[src/rtl/dma_slv_pkg.sv]
// Shared definitions for the DMA control-register AXI responder.
// FSM state encodings, register offsets, response/burst codes, byte-merge helper.
// Combinational helpers only; no state lives here.
package dma_slv_pkg;

  typedef logic [1:0] state_t;
  localparam state_t IDLE  = 2'd0;
  localparam state_t WDATA = 2'd1;
  localparam state_t WRESP = 2'd2;
  localparam state_t RDATA = 2'd3;

  localparam logic [31:0] CTRL_OFS   = 32'h00;
  localparam logic [31:0] SRC_OFS    = 32'h04;
  localparam logic [31:0] DST_OFS    = 32'h08;
  localparam logic [31:0] LEN_OFS    = 32'h0C;
  localparam logic [31:0] STATUS_OFS = 32'h10;

  localparam logic [1:0] RESP_OKAY   = 2'b00;
  localparam logic [1:0] RESP_SLVERR = 2'b10;
  localparam logic [1:0] BURST_INCR  = 2'b01;

  // True when the offset lands on one of the five implemented registers.
  function automatic logic ofs_hit(input logic [31:0] ofs);
    return (ofs == CTRL_OFS) || (ofs == SRC_OFS) || (ofs == DST_OFS) ||
           (ofs == LEN_OFS)  || (ofs == STATUS_OFS);
  endfunction

  // Replace only the byte lanes enabled in strb.
  function automatic logic [31:0] byte_merge(input logic [31:0] old_val,
                                             input logic [31:0] new_val,
                                             input logic [3:0]  strb);
    logic [31:0] res;
    res = old_val;
    for (int i = 0; i < 4; i++)
      if (strb[i]) res[i*8 +: 8] = new_val[i*8 +: 8];
    return res;
  endfunction

endpackage

[src/rtl/dma_axi_slave_if.sv]
// AXI4 slave-port bundle between the interconnect and the DMA register responder.
// Pure wiring, no latency.
// Valid/ready on every channel; direction split by the slave/master modports.
interface dma_axi_slave_if #(parameter int ID_W = 8);
  logic [ID_W-1:0] S_AWID;
  logic [31:0]     S_AWAddr;
  logic [3:0]      S_AWLen;
  logic [2:0]      S_AWSize;
  logic [1:0]      S_AWBurst;
  logic            S_AWValid;
  logic            S_AWReady;
  logic [31:0]     S_WData;
  logic [3:0]      S_WStrb;
  logic            S_WLast;
  logic            S_WValid;
  logic            S_WReady;
  logic [ID_W-1:0] S_BID;
  logic [1:0]      S_BResp;
  logic            S_BValid;
  logic            S_BReady;
  logic [ID_W-1:0] S_ARID;
  logic [31:0]     S_ARAddr;
  logic [3:0]      S_ARLen;
  logic [2:0]      S_ARSize;
  logic [1:0]      S_ARBurst;
  logic            S_ARValid;
  logic            S_ARReady;
  logic [ID_W-1:0] S_RID;
  logic [31:0]     S_RData;
  logic [1:0]      S_RResp;
  logic            S_RLast;
  logic            S_RValid;
  logic            S_RReady;

  modport slave (
    input  S_AWID, S_AWAddr, S_AWLen, S_AWSize, S_AWBurst, S_AWValid,
    output S_AWReady,
    input  S_WData, S_WStrb, S_WLast, S_WValid,
    output S_WReady,
    output S_BID, S_BResp, S_BValid,
    input  S_BReady,
    input  S_ARID, S_ARAddr, S_ARLen, S_ARSize, S_ARBurst, S_ARValid,
    output S_ARReady,
    output S_RID, S_RData, S_RResp, S_RLast, S_RValid,
    input  S_RReady
  );

  modport master (
    output S_AWID, S_AWAddr, S_AWLen, S_AWSize, S_AWBurst, S_AWValid,
    input  S_AWReady,
    output S_WData, S_WStrb, S_WLast, S_WValid,
    input  S_WReady,
    input  S_BID, S_BResp, S_BValid,
    output S_BReady,
    output S_ARID, S_ARAddr, S_ARLen, S_ARSize, S_ARBurst, S_ARValid,
    input  S_ARReady,
    input  S_RID, S_RData, S_RResp, S_RLast, S_RValid,
    output S_RReady
  );
endinterface

[src/rtl/dma_slv_regfile.sv]
// DMA control registers (CTRL/SRC/DST/LEN) plus the sticky done bit in STATUS.
// Writes land on the clock edge after we; reads are combinational from rd_ofs.
// No backpressure; DMA_SLV_AUTOCLR_EN makes DMAEN self-clear on the rising done level.
module dma_slv_regfile
  import dma_slv_pkg::*;
#(
  parameter int OFS_W = 8
) (
  input  logic             clk,
  input  logic             rst,
  input  logic             we,
  input  logic [OFS_W-1:0] wr_ofs,
  input  logic [31:0]      wr_data,
  input  logic [3:0]       wr_strb,
  input  logic [OFS_W-1:0] rd_ofs,
  output logic [31:0]      rd_data,
  output logic             rd_hit,
  input  logic             irq_in,
  output logic             en,
  output logic [31:0]      src,
  output logic [31:0]      dst,
  output logic [31:0]      len,
  output logic             done
);

  logic [31:0] wofs;
  logic [31:0] rofs;
  logic        clr;

  assign wofs = 32'(wr_ofs);
  assign rofs = 32'(rd_ofs);
  // STATUS clear only counts when the low byte lane is enabled.
  assign clr  = we && (wofs == STATUS_OFS) && wr_strb[0] && wr_data[0];

`ifdef DMA_SLV_AUTOCLR_EN
  logic irq_q;
`endif

  // Register updates from CPU writes and from the DMA done level.
  always_ff @(posedge clk or negedge rst) begin
    if (!rst) begin
      en   <= 1'b0;
      src  <= '0;
      dst  <= '0;
      len  <= '0;
      done <= 1'b0;
`ifdef DMA_SLV_AUTOCLR_EN
      irq_q <= 1'b0;
`endif
    end else begin
      if (we && (wofs == CTRL_OFS) && wr_strb[0]) en <= wr_data[0];
`ifdef DMA_SLV_AUTOCLR_EN
      irq_q <= irq_in;
      // One CPU launch buys exactly one transfer.
      if (irq_in && !irq_q) en <= 1'b0;
`endif
      if (we && (wofs == SRC_OFS)) src <= byte_merge(src, wr_data, wr_strb);
      if (we && (wofs == DST_OFS)) dst <= byte_merge(dst, wr_data, wr_strb);
      if (we && (wofs == LEN_OFS)) len <= byte_merge(len, wr_data, wr_strb);
      // A set arriving with a clear wins so no completion is lost.
      if (irq_in)   done <= 1'b1;
      else if (clr) done <= 1'b0;
    end
  end

  // Read mux; unmapped offsets return zero with rd_hit low.
  always_comb begin
    rd_data = '0;
    rd_hit  = 1'b1;
    case (rofs)
      CTRL_OFS:   rd_data = {31'b0, en};
      SRC_OFS:    rd_data = src;
      DST_OFS:    rd_data = dst;
      LEN_OFS:    rd_data = len;
      STATUS_OFS: rd_data = {31'b0, done};
      default:    rd_hit  = 1'b0;
    endcase
  end

endmodule

[src/rtl/dma_axi_slave.sv]
// AXI4 responder exposing the DMA engine control registers to the CPU.
// AW/AR accepted combinationally in IDLE; B and first R beat one cycle after the last W / AR handshake.
// One transaction at a time; B and R held until ready. Build option: DMA_SLV_AUTOCLR_EN.
module dma_axi_slave
  import dma_slv_pkg::*;
#(
  parameter int ID_W  = 8,
  parameter int OFS_W = 8
) (
  input  logic        clk,
  input  logic        rst,
  dma_axi_slave_if.slave s,
  input  logic        DMA_interrupt,
  output logic        DMAEN,
  output logic [31:0] DMASRC,
  output logic [31:0] DMADST,
  output logic [31:0] DMALEN,
  output logic        dma_irq
);

  state_t          state;
  logic [ID_W-1:0] id_q;
  logic [OFS_W-1:0] ofs_q;
  logic [3:0]      len_q;
  logic [3:0]      cnt_q;
  logic            incr_q;
  logic            err_q;
  logic            bvalid_q;
  logic            rvalid_q;
  logic            rlast_q;
  logic [1:0]      rresp_q;
  logic [31:0]     rdata_q;

  logic            in_idle;
  logic            aw_hs;
  logic            ar_hs;
  logic            w_hs;
  logic            r_hs;
  logic [OFS_W-1:0] ofs_nxt;
  logic [OFS_W-1:0] rd_ofs;
  logic [31:0]     rd_data;
  logic            rd_hit;
  logic            unused_bits;

  assign unused_bits = ^{s.S_AWSize, s.S_ARSize, s.S_AWAddr[31:OFS_W], s.S_ARAddr[31:OFS_W]};

  // Ready is also gated by rst so nothing is accepted while held in reset.
  assign in_idle     = (state == IDLE) && rst;
  assign s.S_AWReady = in_idle;
  assign s.S_ARReady = in_idle && !s.S_AWValid;
  assign s.S_WReady  = (state == WDATA);
  assign aw_hs       = s.S_AWValid && s.S_AWReady;
  assign ar_hs       = s.S_ARValid && s.S_ARReady;
  assign w_hs        = s.S_WValid && s.S_WReady;
  assign r_hs        = rvalid_q && s.S_RReady;

  assign ofs_nxt = incr_q ? ofs_q + OFS_W'(4) : ofs_q;
  // Look ahead so the next R beat is ready on the edge of the current handshake.
  assign rd_ofs  = (state == IDLE) ? s.S_ARAddr[OFS_W-1:0] : ofs_nxt;

  assign s.S_BValid = bvalid_q;
  assign s.S_BID    = id_q;
  assign s.S_BResp  = (bvalid_q && err_q) ? RESP_SLVERR : RESP_OKAY;
  assign s.S_RValid = rvalid_q;
  assign s.S_RID    = id_q;
  assign s.S_RData  = rdata_q;
  assign s.S_RResp  = rresp_q;
  assign s.S_RLast  = rlast_q;

  dma_slv_regfile #(.OFS_W(OFS_W)) u_regs (
    .clk     (clk),
    .rst     (rst),
    .we      (w_hs),
    .wr_ofs  (ofs_q),
    .wr_data (s.S_WData),
    .wr_strb (s.S_WStrb),
    .rd_ofs  (rd_ofs),
    .rd_data (rd_data),
    .rd_hit  (rd_hit),
    .irq_in  (DMA_interrupt),
    .en      (DMAEN),
    .src     (DMASRC),
    .dst     (DMADST),
    .len     (DMALEN),
    .done    (dma_irq)
  );

  // Transaction FSM: address capture, W beat walk, B response, R beat walk.
  always_ff @(posedge clk or negedge rst) begin
    if (!rst) begin
      state    <= IDLE;
      id_q     <= '0;
      ofs_q    <= '0;
      len_q    <= '0;
      cnt_q    <= '0;
      incr_q   <= 1'b0;
      err_q    <= 1'b0;
      bvalid_q <= 1'b0;
      rvalid_q <= 1'b0;
      rlast_q  <= 1'b0;
      rresp_q  <= RESP_OKAY;
      rdata_q  <= '0;
    end else begin
      case (state)
        IDLE: begin
          if (aw_hs) begin
            id_q   <= s.S_AWID;
            ofs_q  <= s.S_AWAddr[OFS_W-1:0];
            len_q  <= s.S_AWLen;
            incr_q <= (s.S_AWBurst == BURST_INCR);
            cnt_q  <= '0;
            err_q  <= 1'b0;
            state  <= WDATA;
          end else if (ar_hs) begin
            id_q     <= s.S_ARID;
            ofs_q    <= s.S_ARAddr[OFS_W-1:0];
            len_q    <= s.S_ARLen;
            incr_q   <= (s.S_ARBurst == BURST_INCR);
            cnt_q    <= '0;
            rvalid_q <= 1'b1;
            rdata_q  <= rd_data;
            rresp_q  <= rd_hit ? RESP_OKAY : RESP_SLVERR;
            rlast_q  <= (s.S_ARLen == 4'd0);
            state    <= RDATA;
          end
        end
        WDATA: begin
          if (w_hs) begin
            ofs_q <= ofs_nxt;
            cnt_q <= cnt_q + 4'd1;
            // Unmapped beat, or the announced final beat arrives without WLast.
            if (!ofs_hit(32'(ofs_q)) || ((cnt_q == len_q) && !s.S_WLast)) err_q <= 1'b1;
            if (s.S_WLast) begin
              bvalid_q <= 1'b1;
              state    <= WRESP;
            end
          end
        end
        WRESP: begin
          if (s.S_BReady) begin
            bvalid_q <= 1'b0;
            state    <= IDLE;
          end
        end
        RDATA: begin
          if (r_hs) begin
            if (rlast_q) begin
              rvalid_q <= 1'b0;
              rlast_q  <= 1'b0;
              state    <= IDLE;
            end else begin
              ofs_q   <= ofs_nxt;
              cnt_q   <= cnt_q + 4'd1;
              rdata_q <= rd_data;
              rresp_q <= rd_hit ? RESP_OKAY : RESP_SLVERR;
              rlast_q <= ((cnt_q + 4'd1) == len_q);
            end
          end
        end
        default: state <= IDLE;
      endcase
    end
  end

endmodule

[src/flat_wrapper.sv]
// flat-port wrapper written by rule: the top's interface ports become plain ports
module dma_axi_slave_flat import dma_slv_pkg::*;
#(
  parameter int ID_W  = 8,
  parameter int OFS_W = 8
)
  (clk, rst, DMA_interrupt, DMAEN, DMASRC, DMADST, DMALEN, dma_irq, s_S_AWID, s_S_AWAddr, s_S_AWLen, s_S_AWSize, s_S_AWBurst, s_S_AWValid, s_S_AWReady, s_S_WData, s_S_WStrb, s_S_WLast, s_S_WValid, s_S_WReady, s_S_BID, s_S_BResp, s_S_BValid, s_S_BReady, s_S_ARID, s_S_ARAddr, s_S_ARLen, s_S_ARSize, s_S_ARBurst, s_S_ARValid, s_S_ARReady, s_S_RID, s_S_RData, s_S_RResp, s_S_RLast, s_S_RValid, s_S_RReady);
  dma_axi_slave_if #(.ID_W(ID_W)) s_i ();
  input  logic clk;
  input  logic rst;
  input  logic DMA_interrupt;
  output logic DMAEN;
  output logic [31:0] DMASRC;
  output logic [31:0] DMADST;
  output logic [31:0] DMALEN;
  output logic dma_irq;
  input wire logic [$bits(s_i.S_AWID)-1:0] s_S_AWID;
  input wire logic [$bits(s_i.S_AWAddr)-1:0] s_S_AWAddr;
  input wire logic [$bits(s_i.S_AWLen)-1:0] s_S_AWLen;
  input wire logic [$bits(s_i.S_AWSize)-1:0] s_S_AWSize;
  input wire logic [$bits(s_i.S_AWBurst)-1:0] s_S_AWBurst;
  input wire logic [$bits(s_i.S_AWValid)-1:0] s_S_AWValid;
  output wire logic [$bits(s_i.S_AWReady)-1:0] s_S_AWReady;
  input wire logic [$bits(s_i.S_WData)-1:0] s_S_WData;
  input wire logic [$bits(s_i.S_WStrb)-1:0] s_S_WStrb;
  input wire logic [$bits(s_i.S_WLast)-1:0] s_S_WLast;
  input wire logic [$bits(s_i.S_WValid)-1:0] s_S_WValid;
  output wire logic [$bits(s_i.S_WReady)-1:0] s_S_WReady;
  output wire logic [$bits(s_i.S_BID)-1:0] s_S_BID;
  output wire logic [$bits(s_i.S_BResp)-1:0] s_S_BResp;
  output wire logic [$bits(s_i.S_BValid)-1:0] s_S_BValid;
  input wire logic [$bits(s_i.S_BReady)-1:0] s_S_BReady;
  input wire logic [$bits(s_i.S_ARID)-1:0] s_S_ARID;
  input wire logic [$bits(s_i.S_ARAddr)-1:0] s_S_ARAddr;
  input wire logic [$bits(s_i.S_ARLen)-1:0] s_S_ARLen;
  input wire logic [$bits(s_i.S_ARSize)-1:0] s_S_ARSize;
  input wire logic [$bits(s_i.S_ARBurst)-1:0] s_S_ARBurst;
  input wire logic [$bits(s_i.S_ARValid)-1:0] s_S_ARValid;
  output wire logic [$bits(s_i.S_ARReady)-1:0] s_S_ARReady;
  output wire logic [$bits(s_i.S_RID)-1:0] s_S_RID;
  output wire logic [$bits(s_i.S_RData)-1:0] s_S_RData;
  output wire logic [$bits(s_i.S_RResp)-1:0] s_S_RResp;
  output wire logic [$bits(s_i.S_RLast)-1:0] s_S_RLast;
  output wire logic [$bits(s_i.S_RValid)-1:0] s_S_RValid;
  input wire logic [$bits(s_i.S_RReady)-1:0] s_S_RReady;
  assign s_i.S_AWID = s_S_AWID;
  assign s_i.S_AWAddr = s_S_AWAddr;
  assign s_i.S_AWLen = s_S_AWLen;
  assign s_i.S_AWSize = s_S_AWSize;
  assign s_i.S_AWBurst = s_S_AWBurst;
  assign s_i.S_AWValid = s_S_AWValid;
  assign s_S_AWReady = s_i.S_AWReady;
  assign s_i.S_WData = s_S_WData;
  assign s_i.S_WStrb = s_S_WStrb;
  assign s_i.S_WLast = s_S_WLast;
  assign s_i.S_WValid = s_S_WValid;
  assign s_S_WReady = s_i.S_WReady;
  assign s_S_BID = s_i.S_BID;
  assign s_S_BResp = s_i.S_BResp;
  assign s_S_BValid = s_i.S_BValid;
  assign s_i.S_BReady = s_S_BReady;
  assign s_i.S_ARID = s_S_ARID;
  assign s_i.S_ARAddr = s_S_ARAddr;
  assign s_i.S_ARLen = s_S_ARLen;
  assign s_i.S_ARSize = s_S_ARSize;
  assign s_i.S_ARBurst = s_S_ARBurst;
  assign s_i.S_ARValid = s_S_ARValid;
  assign s_S_ARReady = s_i.S_ARReady;
  assign s_S_RID = s_i.S_RID;
  assign s_S_RData = s_i.S_RData;
  assign s_S_RResp = s_i.S_RResp;
  assign s_S_RLast = s_i.S_RLast;
  assign s_S_RValid = s_i.S_RValid;
  assign s_i.S_RReady = s_S_RReady;
  dma_axi_slave #(.ID_W(ID_W), .OFS_W(OFS_W)) u_core (.clk(clk), .rst(rst), .s(s_i), .DMA_interrupt(DMA_interrupt), .DMAEN(DMAEN), .DMASRC(DMASRC), .DMADST(DMADST), .DMALEN(DMALEN), .dma_irq(dma_irq));
endmodule
[config.mk]
export PLATFORM = sky130hd
export DESIGN_NAME = dma_axi_slave_flat
export DESIGN_NICKNAME = d
export VERILOG_FILES = /design/src/rtl/dma_slv_pkg.sv /design/src/rtl/dma_axi_slave_if.sv /design/src/rtl/dma_slv_regfile.sv /design/src/rtl/dma_axi_slave.sv /design/src/flat_wrapper.sv
export SDC_FILE = /design/constraint.sdc
export NUM_CORES = 1
export LEC_CHECK = 0
export ABC_AREA = 1
export BUFFER_PORTS_ARGS = -buffer_cell sky130_fd_sc_hd__buf_2
export CAP_MARGIN = 10
export CORE_MARGIN = 5
export CORE_UTILIZATION = 50
export CTS_CLUSTER_SIZE = 10
export DETAILED_ROUTE_END_ITERATION = 8
export PLACE_DENSITY_LB_ADDON = 0.08
export RECOVER_POWER = 50
export REMOVE_ABC_BUFFERS = 1
export SETUP_SLACK_MARGIN = 0.15
export SYNTH_ARGS = -nofsm -noshare
export SYNTH_HDL_FRONTEND = slang
export SYNTH_SLANG_ARGS = --single-unit
[constraint.sdc]
create_clock -name clk -period 3 [get_ports clk]
set_clock_uncertainty 0.2 [all_clocks]
set_input_delay 0.15 -clock clk [delete_from_list [all_inputs] [get_ports clk]]
set_output_delay 0.15 -clock clk [all_outputs]
set_load 0.005 [all_outputs]
# Yosys cells after proc, flatten, opt, wreduce, memory -nomap -nowiden
# Index checks and enable logic that the tools add are counted.
[classes]
reduce_logical = 56
n_eq_ne = 26
n_bitwise = 0
div_mod_pow = 0
add_sub_neg = 2
n_mul = 0
mux = 62
shift = 0
magnitude_cmp = 0
[ops]
columns = ["cell", "count"]
rows = [
  ["32-bit one-hot mux with 5 select lines", 1],
  ["32-bit 2-to-1 mux", 4],
  ["8-bit 2-to-1 mux", 9],
  ["32-bit zero test", 2],
  ["32-bit one-hot mux with 2 select lines", 1],
  ["8-bit by 4-bit == test with 1-bit output, second input constant", 4],
  ["4-bit 2-to-1 mux", 7],
  ["2-bit 2-to-1 mux", 13],
  ["2-bit AND reduction", 13],
  ["8-bit one-hot mux with 3 select lines", 1],
  ["1-bit 2-to-1 mux", 19],
  ["8-bit by 3-bit == test with 1-bit output, second input constant", 2],
  ["8-bit by 5-bit == test with 1-bit output, second input constant", 2],
  ["1-bit logical AND", 16],
  ["5-bit AND reduction", 3],
  ["2-bit != test, second input constant", 6],
  ["4-bit one-hot mux with 3 select lines", 1],
  ["4-bit AND reduction", 3],
  ["2-bit nonzero test", 5],
  ["8-bit by 3-bit adder with 8-bit output, second input constant", 1],
  ["4-bit == test", 2],
  ["8-bit zero test", 1],
  ["2-bit by 1-bit != test with 1-bit output, second input constant", 4],
  ["1-bit one-hot mux with 2 select lines", 4],
  ["13 further kinds", 22],
]
[totals]
ram_bits = 0
word_cells = 172
reg_bits = 163
out_inout_bits = 156
rom_bits = 0
in_bits = 143
latchBits = 0
memories = 0

# Logic depth before layout (Yosys ltp)
# Gate-level depths: netlist of the first run.
[depth]
word_depth = 10
mapped_depth = 15
depth_no_buf = 14

# Modules after synthesis
# A second synthesis of the first run with hierarchy kept.
[hier_totals]
hier_cells = 1010
hier_area_um2 = 8072.7
[by_module_without_submodules]
columns = ["module", "seq_area_each_um2", "cells_per_inst", "area_each_um2", "n_inst"]
rows = [
  ["dma_slv_regfile", 2452.4, 547, 4560.6, 1],
  ["dma_axi_slave", 1601.5, 463, 3512.1, 1],
]

# Worst setup path before layout of the first run
# OpenSTA, ideal clock, no wires.
[synth_path]
path_type = "register to register"
from = "register u_core.state[0]"
to = "register u_core.rdata_q[10] (netlist: u_core.s.S_RData[10])"
required_ns = 2.684
arrival_time_ns = 1.932
setup_slack_ns = 0.752
path_buffers = 2
synth_period_minus_slack_ns = 2.248
setup_time_ns = 0.116
path_stages_with_launch = 12
path_cell_list = "dfrtp_1 > inv_1 > ha_1 > buf_6 > nand2_1 > nor2_1 > a21oi_1 > nor3_2 > o21ai_2 > dlygate4sd1_1 > nand2_1 > nand2_1"
[synth_between]
word_cells_on_any_way = 24
cone_classes = "eq/ne (9); mux (7); reduce/logical (8)"
[synth_lines]
columns = ["item", "line", "text"]
rows = [
  ["start, declared", "dma_axi_slave.sv:21", "state_t state;"],
  ["start signal, assigned", "dma_axi_slave.sv:91", "state <= IDLE;"],
  ["start signal, assigned", "dma_axi_slave.sv:113", "state <= WDATA;"],
  ["start signal, assigned", "dma_axi_slave.sv:124", "state <= RDATA;"],
  ["2-bit zero test", "dma_axi_slave.sv:48", "assign in_idle = (state == IDLE) && rst;"],
  ["1-bit logical AND", "dma_axi_slave.sv:48", ""],
  ["1-bit logical AND", "dma_axi_slave.sv:50", "assign s.S_ARReady = in_idle && !s.S_AWValid;"],
  ["named net s_S_ARReady", "flat_wrapper.sv:39", "output wire logic [$bits(s_i.S_ARReady)-1:0] s_S_ARReady;"],
  ["1-bit logical AND", "dma_axi_slave.sv:53", "assign ar_hs = s.S_ARValid && s.S_ARReady;"],
  ["2-bit by 1-bit != test with 1-bit output (no line)", "--", ""],
  ["5-bit AND reduction (no line)", "--", ""],
  ["end signal, assigned", "dma_axi_slave.sv:121", "rdata_q <= rd_data;"],
  ["end signal, assigned", "dma_axi_slave.sv:154", "rdata_q <= rd_data;"],
  ["end, declared", "dma_axi_slave.sv:32", "logic [31:0] rdata_q;"],
]
# The timed path passes the listed nets, and every way through them passes these cells. The select of a mux whose other input is x is not followed.
# A chain may end at the register's enable or synchronous reset.

# Worst setup path after layout of the first run
[layout_path]
from = "register u_core.state[1]"
to = "register u_core.ofs_q[4]"
[layout_between]
elab_chain_cells = 6
word_cells_on_any_way = 16
cone_classes = "eq/ne (6); mux (2); reduce/logical (8)"
[layout_rtl]
columns = ["item", "line", "text"]
rows = [
  ["2-bit zero test", "dma_axi_slave.sv:48, dma_axi_slave.sv:104", ""],
  ["1-bit logical AND", "dma_axi_slave.sv:48", ""],
  ["1-bit logical AND", "dma_axi_slave.sv:50", ""],
  ["1-bit logical AND", "dma_axi_slave.sv:53", ""],
  ["3-bit by 1-bit != test with 1-bit output (no line)", "--", ""],
  ["5-bit AND reduction (no line)", "--", ""],
  ["end signal, assigned", "dma_axi_slave.sv:108", "ofs_q <= s.S_AWAddr[OFS_W-1:0];"],
  ["end signal, assigned", "dma_axi_slave.sv:116", "ofs_q <= s.S_ARAddr[OFS_W-1:0];"],
  ["end signal, assigned", "dma_axi_slave.sv:129", "ofs_q <= ofs_nxt;"],
  ["end, declared", "dma_axi_slave.sv:23", "logic [OFS_W-1:0] ofs_q;"],
]
# Parallel ways exist; a longest one is shown, timed or not.

==> impl_summary.md, run 1 <==
Synthesis
The count of warnings emitted by yosys is 0. Sorting the synthesized cells by area gives the leading types as dfrtp_1, nand2_1, o21ai_0, nand3_2, nand3_1. The largest area contributor in the netlist is dfrtp_1. The count of cell types in the netlist is 47.

The post-synthesis area per instance is 8.602 sq um. Synthesis produced 961 cells. The share of the Yosys chip area taken by registers is 49.04%. The synthesized design devotes to its leading area cell type 49.04% of total area. Synthesis inferred 162 register bits. The mapped cell area is 8267 sq um.

Critical path
For the worst setup path, the data required time is 3.11 ns. The critical path in this run is classified as reg -> reg. The kind of end point of the critical path is a flop. The kind of start point of the critical path is a flop. The arrival time of data at the critical path endpoint is 2.74 ns. The biggest fanout along the worst timing path is 11.

Drt
The pre-antenna-repair detailed-routing pass consisted of 5 iterations. In the routed layout, each cell is associated on average with a via count of 5.152. Summing over every cut layer, the via total after detailed routing is 7759.

The average wire length per cell after detail routing is 16.13 um. The detailed router finished its first iteration with 407 violations. The total wire length is 24300 um. The count of nets left with antenna violations once routing finished came out at 0.

After detailed routing, the number of remaining DRC violations is 0.

Clock tree
Buffers inserted during clock tree synthesis total 17. The CTS tree is built. Counting along the longest clock path gives a buffer depth of 2. CTS built an H-tree with a depth of 4. The clock sink count is 162. The tree is rooted in a clkbuf_16. For the worst-skew pair, the clock arrives at the later sink with an insertion delay of 0.43 ns. After clock tree synthesis, the clock-pin slew on the worst setup and hold paths is 0.07 ns.

STA
The final number of hold-violating endpoints was 0. The number of slew-limit violations in the final report came to 0. The clock period minus worst slack is 2.632 ns.

Setup repair after global routing left no endpoint under its margin. The number of endpoints failing setup at the final stage is 0. Across all setup checks in the final design, the least slack found is 0.3676 ns.

The setup TNS is 0 ns. Of the available clock period, the critical path in the final layout requires 87.75%. The final-layout worst hold slack is 0.01901 ns. Headroom to the max-slew limit came out at 11.42%.

The slew at the pin with the worst max-slew slack is 1.329 ns. The timing-limited maximum frequency is 379.9 MHz.

Status
The flow ran to the end, and the final reports show no timing, DRC or antenna violations.

Global routing
The via count of the first global-routing pass is 7691. The final global-route overflow total is 0. The first global-routing pass estimated 39700 um of wire. The largest net degree at the start of global routing is 113. For this run, the total global-route usage over all layers was measured as 25.41%. The initial antenna violation count is 0.

Final layout
Cells with a size suffix above 1 make up 22.86% of the layout. Counting the fill cells in the layout gives 1429. The final non-filler cell total is 1506. The net count reported at finish is 1425. The repair_antennas step left the layout with diodes totalling 0. The area of all placed cells without fillers is 10840 sq um. The area added between synthesis and finish is 31.13%. The sequential cells in the finished layout cover a total of 4054 sq um. The area taken by multi-input logic gates is 3493 sq um.

Die
The row count is 47. The number of top-level design ports is 299. Measured along the x axis, the die boundary spans 138.6 um. The starting density of the core is 50.39%. After floorplanning, the core was sized to cover 16410 sq um.

The floorplan step set the die height to 138.6 um. The total die area is 19200 sq um.

Power and ir drop
The power per cell area is 708.7 nW/um^2. Across the VDD grid, the largest voltage drop is 0.4713 mV. The leakage power figure is 5.458 nW.

Hold path
The type of the tightest min-delay check is in -> reg.

Flow run
The tool flagged a number of max-cap violations equal to 0.

Placed design
The cell count after placement is 1386. The detailed-placement wirelength estimate is 15980 um. The quantity of I/O buffers inserted on ports is 242. Timing analysis after detailed placement gives a worst setup slack of 0.3201 ns.

The routability-driven placement congestion ratio is 0.8795. After detailed placement, the total cell area comes to 9505 sq um.
-- what timing repair did --
action | in CTS | in global routing
setup buffers | 0 | 5
gates resized for setup | 0 | 7
hold buffers | 82 | 0
hold endpoints to repair | 172 | 0
endpoints found under the setup margin | 0 | 40
-- synth_stat cells (all sizes together) --
library cell,instances
a211oi,1
a21oi,22
a22o,1
a31oi,3
and2,1
buf,27
clkbuf,28
clkinv,2
conb,1
dfrtp,162
dlygate4sd1,1
ha,9
inv,69
nand2,277
nand3,143
nand3b,1
nand4,9
nor2,34
nor3,7
nor4,2
o211ai,1
o21a,3
o21ai,143
o21bai,2
o22ai,4
o32a,1
or2,2
xnor2,4
xor2,1
-- cells by family after synthesis --
| logic type | after synthesis | synth area share [%] |
|---|---|---|
| AO/OA/AOI/OAI | 181 | 11.52 |
| XOR/XNOR | 5 | 0.5297 |
| adder cells (fa/ha/maj) | 9 | 1.362 |
| buffers and inverters | 127 | 9.036 |
| flip-flops | 162 | 49.04 |
| other | 1 | 0.04536 |
| AND/OR/NAND/NOR | 476 | 28.47 |
-- cell usage in the layout (no fill, tap or decap), drive strengths merged --
cell	n
xor2	1
or2	2
nand3	143
a211oi	1
dlygate4sd3	82
clkinvlp	11
ha	9
a22o	1
nor4	2
nor2	34
nand4	9
clkinv	4
o211ai	1
o21bai	2
nand3b	1
o21ai	143
nand2	277
o22ai	4
conb	2
and2	1
a31oi	3
o21a	3
dfrtp	162
a21oi	22
clkbuf	102
inv	67
o32a	1
xnor2	4
buf	185
nor3	7
-- worst max-delay path, cell delays in order, from the launching register on --
cell and delay (ns):
dfrtp_1 0.42, inv_1 0.10, ha_2 0.27, nand2_1 0.14, nor2_2 0.24, clkinvlp_4 0.11
buf_4 0.19, nand2_1 0.07, a21oi_1 0.05, dlygate4sd3_1 0.56, nand2_1 0.07, o21ai_0 0.09
-- metrics by stage --
stage,util (%),total power (W)
after floorplan,-,0.004315
after global placement,57.93,0.005473
after detailed placement,57.93,0.005508
after CTS,66.31,0.007682
after global routing,66.07,0.008166
final,66.07,0.007682
-- worst paths after layout --
path                                         to  slack [ns]                  from  depth (start not counted)
max reg2reg                     u_core.ofs_q[4]        0.37       u_core.state[1]                         11
max in group asynchronous  u_core.s.S_RData[15]        0.67                   rst                          4
min in group asynchronous       u_core.len_q[1]        0.65                   rst                          3
min                             u_core.ofs_q[6]        0.02         s_S_ARAddr[6]                          5
min reg2reg                u_core.s.S_RData[13]        0.27  u_core.s.S_RData[13]                          2
max                             u_core.ofs_q[4]        0.37       u_core.state[1]                         11
-- area by class of cell --
type / instances / share of cell area, %
Sequential cell: 162 / 37.40
Multi-Input combinational cell: 673 / 32.23
Timing Repair Buffer: 347 / 20.01
Clock buffer: 22 / 4.374
Inverter: 71 / 2.678
Tap cell: 220 / 2.539
Clock inverter: 10 / 0.7271
Timing Repair inverter: 1 / 0.04617
-- report_power, final --
| group | internal (W) | switching, W | total [W] |
|---|---|---|---|
| combinational | 0.00101 | 0.00195 | 0.00295 |
| sequential | 0.00245 | 0.000247 | 0.00270 |
| clock | 0.00113 | 0.000901 | 0.00203 |
-- layer usage --
| metal | wire length [um] | GRT usage (%) |
|---|---|---|
| met5 | 0 | 0 |
| met4 | 556 | 8.372 |
| met3 | 1446 | 5.345 |
| met2 | 11740 | 42.70 |
| met1 | 10560 | 33.03 |
-- flip-flops by register name (all words and copies together) (netlist names), 2 cells and up --
name               flops
u_core.u_regs.dst     32
u_core.s.S_BID         8
u_core.cnt_q           4
u_core.s.S_RData      32
u_core.u_regs.len     32
u_core.state           2
u_core.u_regs.src     32
u_core.ofs_q           8
u_core.len_q           4
(Power assumes the default switching activity.)
==> run 2: changes to the inputs <==
--- a/config.mk
+++ b/config.mk
@@ -8,7 +8,7 @@
 export ABC_AREA = 1
 export BUFFER_PORTS_ARGS = -buffer_cell sky130_fd_sc_hd__buf_2
 export CAP_MARGIN = 10
-export CORE_MARGIN = 5
+export CORE_MARGIN = 1.5
 export CORE_UTILIZATION = 50
 export CTS_CLUSTER_SIZE = 10
 export DETAILED_ROUTE_END_ITERATION = 8
==> constraint.sdc (replaced) <==
create_clock -name clk -period 2.8 [get_ports clk]
set_clock_uncertainty 0.2 [all_clocks]
set_input_delay 0.14 -clock clk [delete_from_list [all_inputs] [get_ports clk]]
set_output_delay 0.14 -clock clk [all_outputs]
set_load 0.005 [all_outputs]
==> run 2 against run 1 <==
  * Worst setup slack worse by 0.034 ns
  * Design area is 1.4% higher
  * Routed wire length is 3.0% lower
  * Core utilization is 2.6 points higher
  * Combinational power is 6.8% higher
  * Hold slack hardly changed
  * Count of clock-buffer cells in the layout is 3 lower
  * Critical endpoint is now u_core.s.S_RData[9]
  * Largest cell class unchanged
==> impl_summary.md, run 2 (synthesis results as in run 1) <==
Status
The flow ran to the end, and the final reports show no timing, DRC or antenna violations.

Global routing
The largest net degree at the start of global routing is 118. Global routing consumed, over all layers together, 27.80% of the routing resources. The final global-route overflow total is 0. The via count of the first global-routing pass is 7615. The first global-routing pass estimated 38780 um of wire. The initial antenna violation count was 1.

Critical path
The endpoint required time on the critical path is 2.96 ns. Among the stages of the critical path, the cell type that occurs most often is nand2_1. The critical path class is reg -> reg. For the worst setup path, the data arrival time is 2.63 ns. Walking the worst path, the cells encountered are inv_1 > ha_2 > buf_4 > nand3b_1 > nand2_1 > inv_1 > nor3_4 > buf_4 > nand3_1 > nand3_1 > nand2_1 > nand2_1.

The largest individual stage delay along the critical path comes from the cell dfrtp_1. The kind of start point of the critical path is a flop. The kind of end point of the critical path is a flop. The biggest fanout along the worst timing path is 13.

For this run, the slowest stage of the critical path takes 0.41 ns.

STA
The timing-limited maximum frequency is 405.4 MHz. The number of slew-limit violations in the final report came to 0. The clock period minus worst slack is 2.467 ns. The setup TNS is 0 ns. Dividing the final minimum period by the clock period gives 88.09%.

The tightest slew margin relative to the limit is 58.34%. Setup repair after global routing left no endpoint under its margin. Setup violations remaining at the end of the flow were counted as 0. At the pin with the least slew margin, the transition time is 0.6250 ns. The final number of hold-violating endpoints is 0.

Die
The starting density of the core is 51.67%. From bottom edge to top edge, the die measures 131.6 um. Row generation in the floorplan step produced 46 rows. The die is 131.6 um wide. In this run the count of I/O pins placed on the die edge is 299. The placeable core region is 16000 sq um. The total die area is 17310 sq um.

Clock tree
The clock latency of the later-clocked register in the worst-skew pair is 0.42 ns. The H-tree level count is 4. The CTS tree is built.

The clock sink count is 162. The tree is rooted in a clkbuf_16. The number of buffers between clock root and the deepest sink is 2. The TritonCTS buffer count is 17.

Clock-pin slew was measured on the worst setup and hold paths at 0.06 ns.

Final layout
The area taken by multi-input logic gates is 3485 sq um. The combined flip-flop and latch cell area is 4054 sq um. The most common cell after layout, fill and taps aside is nand2_1.

The library cells used most frequently in the layout, excluding fill and tap cells, are nand2_1, buf_2, dfrtp_1. The fraction of layout instances using a drive strength above 1 is 24.14%. The layout has 1359 filler cells. The area added between synthesis and finish is 32.90%. The net count reported at finish is 1423.

Placed design
The routability-driven placement congestion ratio is 0.8420. During placement, the flow inserted port buffers numbering 242. The detailed-placement wirelength estimate is 15250 um.

Flow run
The number of maximum-capacitance violations is 0.

Drt
Summing over every cut layer, the via total after detailed routing is 7829. The first routing iteration left 507 violations. The first TritonRoute pass finished after 5 iterations. The remaining routing DRC violations is 0.

Using the TritonRoute via totals, the vias-per-cell ratio works out to 5.216. The total wire length is 23560 um. The average wire length per cell after detail routing is 15.70 um. The count of nets left with antenna violations after detail routing is 0.

Power and ir drop
The design draws 0.008759 W. In this run the power density over the cells is 797.2 nW/um^2. The largest voltage drop on the vdd net is 0.5236 mV. The leakage power figure is 5.648 nW.

Hold path
The type of the tightest min-delay check is in -> reg.
==> run 2: through the flow <==
step	hold slack [ns]	util [%]	area, sq um	std cells	worst slack [ns]
6_report	0.01861	68.67	10990	1501	0.3334
5_1_grt	0.03881	68.67	10990	1501	0.1609
4_1_cts	0.003146	69.05	11050	1499	0.1927
3_5_place_dp	0.1072	59.55	9528	1384	0.2293
3_3_place_gp	0.1113	59.55	9528	1384	0.2645
2_1_floorplan	-0.3556	-	7802	906	-0.1009
==> run 2: cell type report <==
class | count | area share (%)
sequential | 162 | 36.90
multi-input combinational | 673 | 31.72
timing repair buffer | 346 | 20.05
clock buffer | 19 | 3.940
inverter | 71 | 2.574
tap | 216 | 2.460
clock inverter | 13 | 2.335
antenna | 1 | 0.02278
==> run 2: per-layer routing <==
metal | wire length, um | GRT usage (%)
met2 | 11610 | 47.19
met4 | 414 | 8.889
met1 | 10260 | 36.21
met5 | 0 | 0
met3 | 1271 | 4.823
==> run 2: power by group <==
group | total (W) | internal, W | switching (W) | leakage (nW)
Combinational | 0.00315 | 0.00109 | 0.00206 | 3.12
Sequential | 0.00290 | 0.00263 | 0.000270 | 2.20
Clock | 0.00271 | 0.00177 | 0.000940 | 0.328
==> run 2: what timing repair did <==
| action | CTS | global route |
|---|---|---|
| gates resized for setup | 0 | 2 |
| setup buffers | 0 | 1 |
| hold buffers | 83 | 0 |
| setup endpoints to repair | 0 | 44 |
| hold endpoints to repair | 238 | 0 |
==> run 2: path summary, 6_finish.rpt <==
| path | slack (ns) | end | start | cells after the start |
|---|---|---|---|---|
| worst max-delay path | 0.33 | u_core.s.S_RData[9] | u_core.state[1] | 12 |
| min in group asynchronous | 0.39 | u_core.u_regs.dst[4] | rst | 3 |
| worst min register to register | 0.27 | u_core.s.S_RData[4] | u_core.s.S_RData[4] | 2 |
| worst min-delay path | 0.02 | u_core.err_q | s_S_WLast | 6 |
| max in group asynchronous | 0.92 | u_core.u_regs.src[20] | rst | 4 |
| worst max register to register | 0.33 | u_core.s.S_RData[9] | u_core.state[1] | 12 |
==> run 2: worst max-delay path: cells and delay by family (launching register included) <==
kind | cells | cell delay, ns
simple gates | 7 | 0.80
fa+ha+maj | 1 | 0.30
buf+inv | 4 | 0.68
flops | 1 | 0.41
